`config.mk`:
```
export PLATFORM = sky130hd
export DESIGN_NAME = anim_frame_sched
export DESIGN_NICKNAME = d
export VERILOG_FILES = /design/src/rtl/anim_frame_sched.sv
export SDC_FILE = /design/constraint.sdc
export NUM_CORES = 1
export LEC_CHECK = 0
export CORE_MARGIN = 8
export CORE_UTILIZATION = 52
export CTS_BUF_LIST = sky130_fd_sc_hd__clkbuf_4
export CTS_CLUSTER_DIAMETER = 150
export DETAILED_ROUTE_END_ITERATION = 12
export GPL_TIMING_DRIVEN = 0
export PLACE_DENSITY_LB_ADDON = 0.3
export SYNTH_ARGS = -nofsm -noshare
export SYNTH_HDL_FRONTEND = slang
export SYNTH_SLANG_ARGS = --single-unit
```
`constraint.sdc`:
```
create_clock -name clk_i -period 3.02 [get_ports clk_i]
set_input_delay 0.755 -clock clk_i [delete_from_list [all_inputs] [get_ports clk_i]]
set_output_delay 0.755 -clock clk_i [all_outputs]
set_load 0.005 [all_outputs]
```
`src/rtl/anim_frame_sched.sv`:
```
// anim_frame_sched: tile raster address generator with animation frame sequencing.
// Ports: clk_i/rst_i/cen_i, fvht_i timing, play_i/step_i/rate_i/nframes_i control;
//        addr_o ROM address, frame_o, frame_start_o, state_o.
module anim_frame_sched #(
  parameter int X_RES      = 96,
  parameter int Y_RES      = 54,
  parameter int TILE       = 21,
  parameter int MAX_FRAMES = 4
) (
  input  logic        clk_i,
  input  logic        rst_i,
  input  logic        cen_i,
  input  logic [3:0]  fvht_i,
  input  logic        play_i,
  input  logic        step_i,
  input  logic [3:0]  rate_i,
  input  logic [2:0]  nframes_i,
  output logic [15:0] addr_o,
  output logic [2:0]  frame_o,
  output logic        frame_start_o,
  output logic [1:0]  state_o
);

  localparam int TW = $clog2(TILE);
  localparam int CW = $clog2(X_RES);
  localparam int RW = $clog2(Y_RES);

  localparam logic [TW-1:0] T_LAST = TW'(TILE - 1);
  localparam logic [CW-1:0] C_LAST = CW'(X_RES - 1);
  localparam logic [RW-1:0] R_LAST = RW'(Y_RES - 1);
  localparam logic [2:0]    N_MAX  = 3'(MAX_FRAMES);
  localparam logic [15:0]   XR     = 16'(X_RES);
  localparam logic [15:0]   FSZ    = 16'(X_RES * Y_RES);

  typedef enum logic [1:0] {
    PAUSE     = 2'd0,
    PLAY      = 2'd1,
    STEP_WAIT = 2'd2
  } state_t;

  state_t state, state_d;

  logic          h_q, v_q;
  logic          h_rise, v_rise;
  logic [TW-1:0] px, ln;
  logic [CW-1:0] col;
  logic [RW-1:0] row;
  logic [3:0]    vcnt, vcnt_d, eff_rate;
  logic [2:0]    frame, frame_d, frame_nx, eff_n;
  logic [15:0]   addr_q;
  logic          fstart_q;
  logic          unused;

  assign unused = fvht_i[3] ^ fvht_i[0];
  assign h_rise = fvht_i[1] & ~h_q;
  assign v_rise = fvht_i[2] & ~v_q;

  // Raster position. A coincident V edge overrides the H edge for
  // row/line, while col still restarts.
  always_ff @(posedge clk_i) begin
    if (rst_i) begin
      h_q <= 1'b0;
      v_q <= 1'b0;
      px  <= '0;
      ln  <= '0;
      col <= '0;
      row <= '0;
    end else if (cen_i) begin
      h_q <= fvht_i[1];
      v_q <= fvht_i[2];
      if (h_rise) begin
        px  <= '0;
        col <= '0;
        if (!v_rise) begin
          if (ln == T_LAST) begin
            ln <= '0;
            if (row != R_LAST) row <= row + RW'(1);
          end else begin
            ln <= ln + TW'(1);
          end
        end
      end else if (!fvht_i[1]) begin
        if (px == T_LAST) begin
          px <= '0;
          if (col != C_LAST) col <= col + CW'(1);
        end else begin
          px <= px + TW'(1);
        end
      end
      if (v_rise) begin
        row <= '0;
        ln  <= '0;
      end
    end
  end

  // Rate and frame count are used live at the V edge only.
  always_comb begin
    eff_rate = (rate_i == 4'd0) ? 4'd1 : rate_i;
    if (nframes_i == 3'd0)
      eff_n = 3'd1;
    else if (nframes_i > N_MAX)
      eff_n = N_MAX;
    else
      eff_n = nframes_i;
    // >= also catches a frame left beyond a shrunk frame count
    frame_nx = (frame >= eff_n - 3'd1) ? 3'd0 : frame + 3'd1;
  end

  always_comb begin
    state_d = state;
    frame_d = frame;
    vcnt_d  = vcnt;
    unique case (state)
      PAUSE: begin
        vcnt_d = '0;
        if (play_i)
          state_d = PLAY;
        else if (step_i)
          state_d = STEP_WAIT;
      end
      PLAY: begin
        if (!play_i) begin
          state_d = PAUSE;
          vcnt_d  = '0;
        end else if (v_rise) begin
          if (vcnt >= eff_rate - 4'd1) begin
            vcnt_d  = '0;
            frame_d = frame_nx;
          end else begin
            vcnt_d = vcnt + 4'd1;
          end
        end
      end
      STEP_WAIT: begin
        vcnt_d = '0;
        if (v_rise) begin
          frame_d = frame_nx;
          state_d = play_i ? PLAY : PAUSE;
        end
      end
      default: begin
        state_d = PAUSE;
        vcnt_d  = '0;
      end
    endcase
  end

  always_ff @(posedge clk_i) begin
    if (rst_i) begin
      state    <= PAUSE;
      frame    <= '0;
      vcnt     <= '0;
      addr_q   <= '0;
      fstart_q <= 1'b0;
    end else if (cen_i) begin
      state    <= state_d;
      frame    <= frame_d;
      vcnt     <= vcnt_d;
      fstart_q <= v_rise;
      addr_q   <= 16'(row) * XR + 16'(col) + 16'(frame) * FSZ;
    end
  end

  assign addr_o        = addr_q;
  assign frame_o       = frame;
  assign frame_start_o = fstart_q;
  assign state_o       = state;

endmodule

```
==> impl_results.md <==
- VDD IR max: approximately 0.19 mV
- Max Slew Vio Count: 0
- CP dominant cell by count: ha_4
- Post-synth EDFFs: 0
- CTS tree: done
- R2r startpoint: row[1]$_SDFFE_PP0P_
- Status: complete, no violations
- Fraction of the mapped netlist area in compound gates: 15.38%
- Diode count: 0
- Distinct cells, synth: 52
- Final setup violation count: 0
- Buf+Inv Stages, Crit Path: 0
- Combinational family with the most area after synthesis: simple AND/OR/NAND/NOR gates
- Final Hold Vio Count: 0
- Hold_sp: frame_start_o$_SDFFE_PP0P_
- IO buf count: 35
- DRT antenna net count: 0
- Worst-path maximum fanout: 5
- Root Buffer: clkbuf_4
- Fin crit period: 2.943 ns
- Synthesized area: 0.003164 mm²
- Die H: 94.01 µm
- Asr flop ratio synth: 0%
- CTS Buf Count: 5
- R2R depth: 13
- CP Class: register to register
- Yosys warning count: 0
- Most frequent cell after synthesis: dfxtp_1
- Critical Path AT: 3.24 ns
- Final Util: between 60% and 70%
- Family with the most delay on the worst path: adder cells
- NumNets Final: around 480
- Post-synthesis adder-cell area fraction: 17.71%
- GP Congestion: 0.8829
- Initial Utilization: 53.76%
- Skew final: 0.01253 ns
- Total vias in the final route: 2777
- Worst Hold Path EP: frame_start_o$_SDFFE_PP0P_
- Die area: 0.008837 mm²
- Crit-path cells: ha_4, fa_2, nor2b_1, o21ai_1, nand2b_1, a21o_1, ha_4, ha_4, and4_4, a221oi_2, a21boi_1, xnor2_1, a211oi_1
- Syn Nets: 426
- Hold Path Stages: 2
- Mux cell area share after synthesis: 3.796%
- H-tree levels: 2
- Die W: around 94 µm
- Dpl hpwl: 5532 µm
- Hold_ws: 0.4791 ns
- Layout cell share with drive strength beyond 1: 10.55%
- Power consumption: 1.178 mW
- Power density over cell area: 307.0 mW/mm²
- Commonest cells post-synth: dfxtp_1, nor2_1, ha_1, a21oi_1, nand2_1
- Slowest stage delay, CP: 0.39 ns
- Synth top area cells: dfxtp_1, ha_1, nor2_1, a21oi_1, mux2i_1
- Top Ports: 38
- Via/cell ratio: 5.644
- Mapped Cells: 367
- Clock sinks: 51
- Final Cell Area: 0.003837 mm²
- Leakage Power: ~1.6 nW
- Vias in the first global route: 2601
- Initial drt markers: 127
- Final period util: between 90% and 100%
- Max_cap viols: 0
- FF-to-FF End: addr_o[15]$_SDFFE_PP0P_
- Placed cell area: 0.003636 mm²
- Seq cells post-synth: 51
- Post-Synth XOR/XNOR Area: 6.366%
- Core area: 0.005886 mm²
- Drt total wl: 7298 µm
- Layout area overhead: 21.27%
- First-pass GRT wire length: 12210 µm
- Mean Syn Cell Area: between 8 and 9 µm²
- Worst-Skew Late Latency: 0.37 ns
- Worst Setup Start Kind: register
- Worst path slowest cell: dfxtp_4
- Unrepaired setup endpoints after global routing: true
- Rows: 28
- Clock-pin transition on the worst setup and hold timing paths: 0.14 ns
- Worst Setup SP: row[1]$_SDFFE_PP0P_
- Total track usage: 16.97%
- Synth Area in Simple Gates: between 20% and 30%
- Clock Tree Buf Depth: 2
- Normalized max-slew margin: 60.06%
- Post-synth top area share: 32.27%
- Fmax: approximately 340 MHz
- Setup_tns: 0 ns
- Least-Margin Pin Slew: 0.5991 ns
- Hold Path Class: register to register
- Leading area contributor after synthesis: dfxtp_1
- CP endpoint kind: register
- Wirelength per Cell: 14.83 µm
- Main synth FF type: dfxtp_1
- Hold_buf cts: 0
- DRT Pass-1 Iters: 4
- Post-synthesis sequential area ratio: 32.27%
- Initial antenna violation count: 0
- Pin count of the biggest net entering global routing: 17
- Overflow after GRT: 0
- CP required: about 3.3 ns
- Reg2Reg Setup Slack: ~0.077 ns
- Residual DRC count: 0
- Crit path depth: 13
## where the power goes
group | internal (mW) | switching, mW | leakage, nW
clock | 0.0899 | 0.224 | 0.0288
combinational | 0.0737 | 0.0938 | 1.15
sequential | 0.685 | 0.0120 | 0.416
total | 0.848 | 0.330 | 1.60
## cell usage in the layout, fill, tap and decap left out, drive strengths merged, types with 4 or more instances in the layout
| master | synthesis | routed |
|---|---|---|
| nand3 | 9 | 9 |
| clkdlybuf4s50 | 0 | 35 |
| nand4 | 5 | 5 |
| a211oi | 4 | 4 |
| xor2 | 11 | 11 |
| xnor2 | 12 | 12 |
| nor2b | 5 | 5 |
| a21oi | 28 | 28 |
| clkbuf | 4 | 9 |
| nand2 | 23 | 23 |
| inv | 20 | 20 |
| nor3 | 10 | 10 |
| buf | 6 | 13 |
| nor2 | 50 | 50 |
| nand2b | 5 | 5 |
| ha | 40 | 40 |
| mux2i | 12 | 12 |
| or4 | 4 | 4 |
| a21o | 6 | 6 |
| o21ai | 16 | 16 |
| dfxtp | 51 | 51 |
## worst reg2reg max path, cell delays in order, from the launching register on
cell      delay (ns)
dfxtp_4         0.39
ha_4            0.17
fa_2            0.39
nor2b_1         0.14
o21ai_1         0.13
nand2b_1        0.10
a21o_1          0.22
ha_4            0.28
ha_4            0.20
and4_4          0.19
a221oi_2        0.24
a21boi_1        0.11
xnor2_1         0.13
a211oi_1        0.18
## worst max path at each step
stage	slack, ns	to
after floorplan	0.05	addr_o[15]$_SDFFE_PP0P_
after global placement	-0.32	frame_o[2]$_SDFFE_PP0P_
after detailed placement	-0.34	frame_o[2]$_SDFFE_PP0P_
after CTS	0.008	addr_o[12]$_SDFFE_PP0P_
after global routing	-0.07	addr_o[15]$_SDFFE_PP0P_
final	0.08	addr_o[15]$_SDFFE_PP0P_
## cells by family after synthesis
kind of cell    count (synthesis)
fa+ha+maj                      43
flops                          51
buf+inv                        30
xor+xnor                       23
simple gates                  132
compound gates                 76
mux                            12
## metal layers
metal  vias to the layer above  track usage [%]  part of all wire, %
met3                        11            3.997                  7.0
met2                        67            28.06                   47
met4                         0            5.020                  1.4
met5                         -                0                    0
li1                       1399                -                    -
met1                      1300            21.28                   45
## repair_timing
item / 4_1_cts / 5_1_grt
gates resized for setup: 12 / 11
pin swaps: 1 / 14
endpoints found under the setup margin: 4 / 7
endpoints found under the hold margin: 0 / 0
setup buffers: 2 / 5
cloned: 0 / 0
## flip-flops by register name (all words and copies together), names as in the netlist
| register | count |
|---|---|
| addr_o | 16 |
| col | 7 |
| frame_o | 3 |
| frame_start_o | 1 |
| h_q | 1 |
| ln | 5 |
| px | 5 |
| row | 6 |
| state_o | 2 |
| v_q | 1 |
| vcnt | 4 |
## through the flow
step	setup slack, ns	cells
global route	-0.06780	492
finish	0.07704	492
CTS	0.007531	487
detailed placement	-0.3384	477
global placement	-0.3160	477
floorplan	0.04931	367
## area by class of cell
class                   count  area (µm²)
plain buffers              10       47.55
clock buffers               5       37.54
clock inverters             3       20.02
fillers                   493        2048
inverters                  20       75.07
multi-input cells         286        2128
flip-flops and latches     51        1032
well taps                  75       93.84
repair buffers             42       402.9
Power figures use the tool's default switching activity.
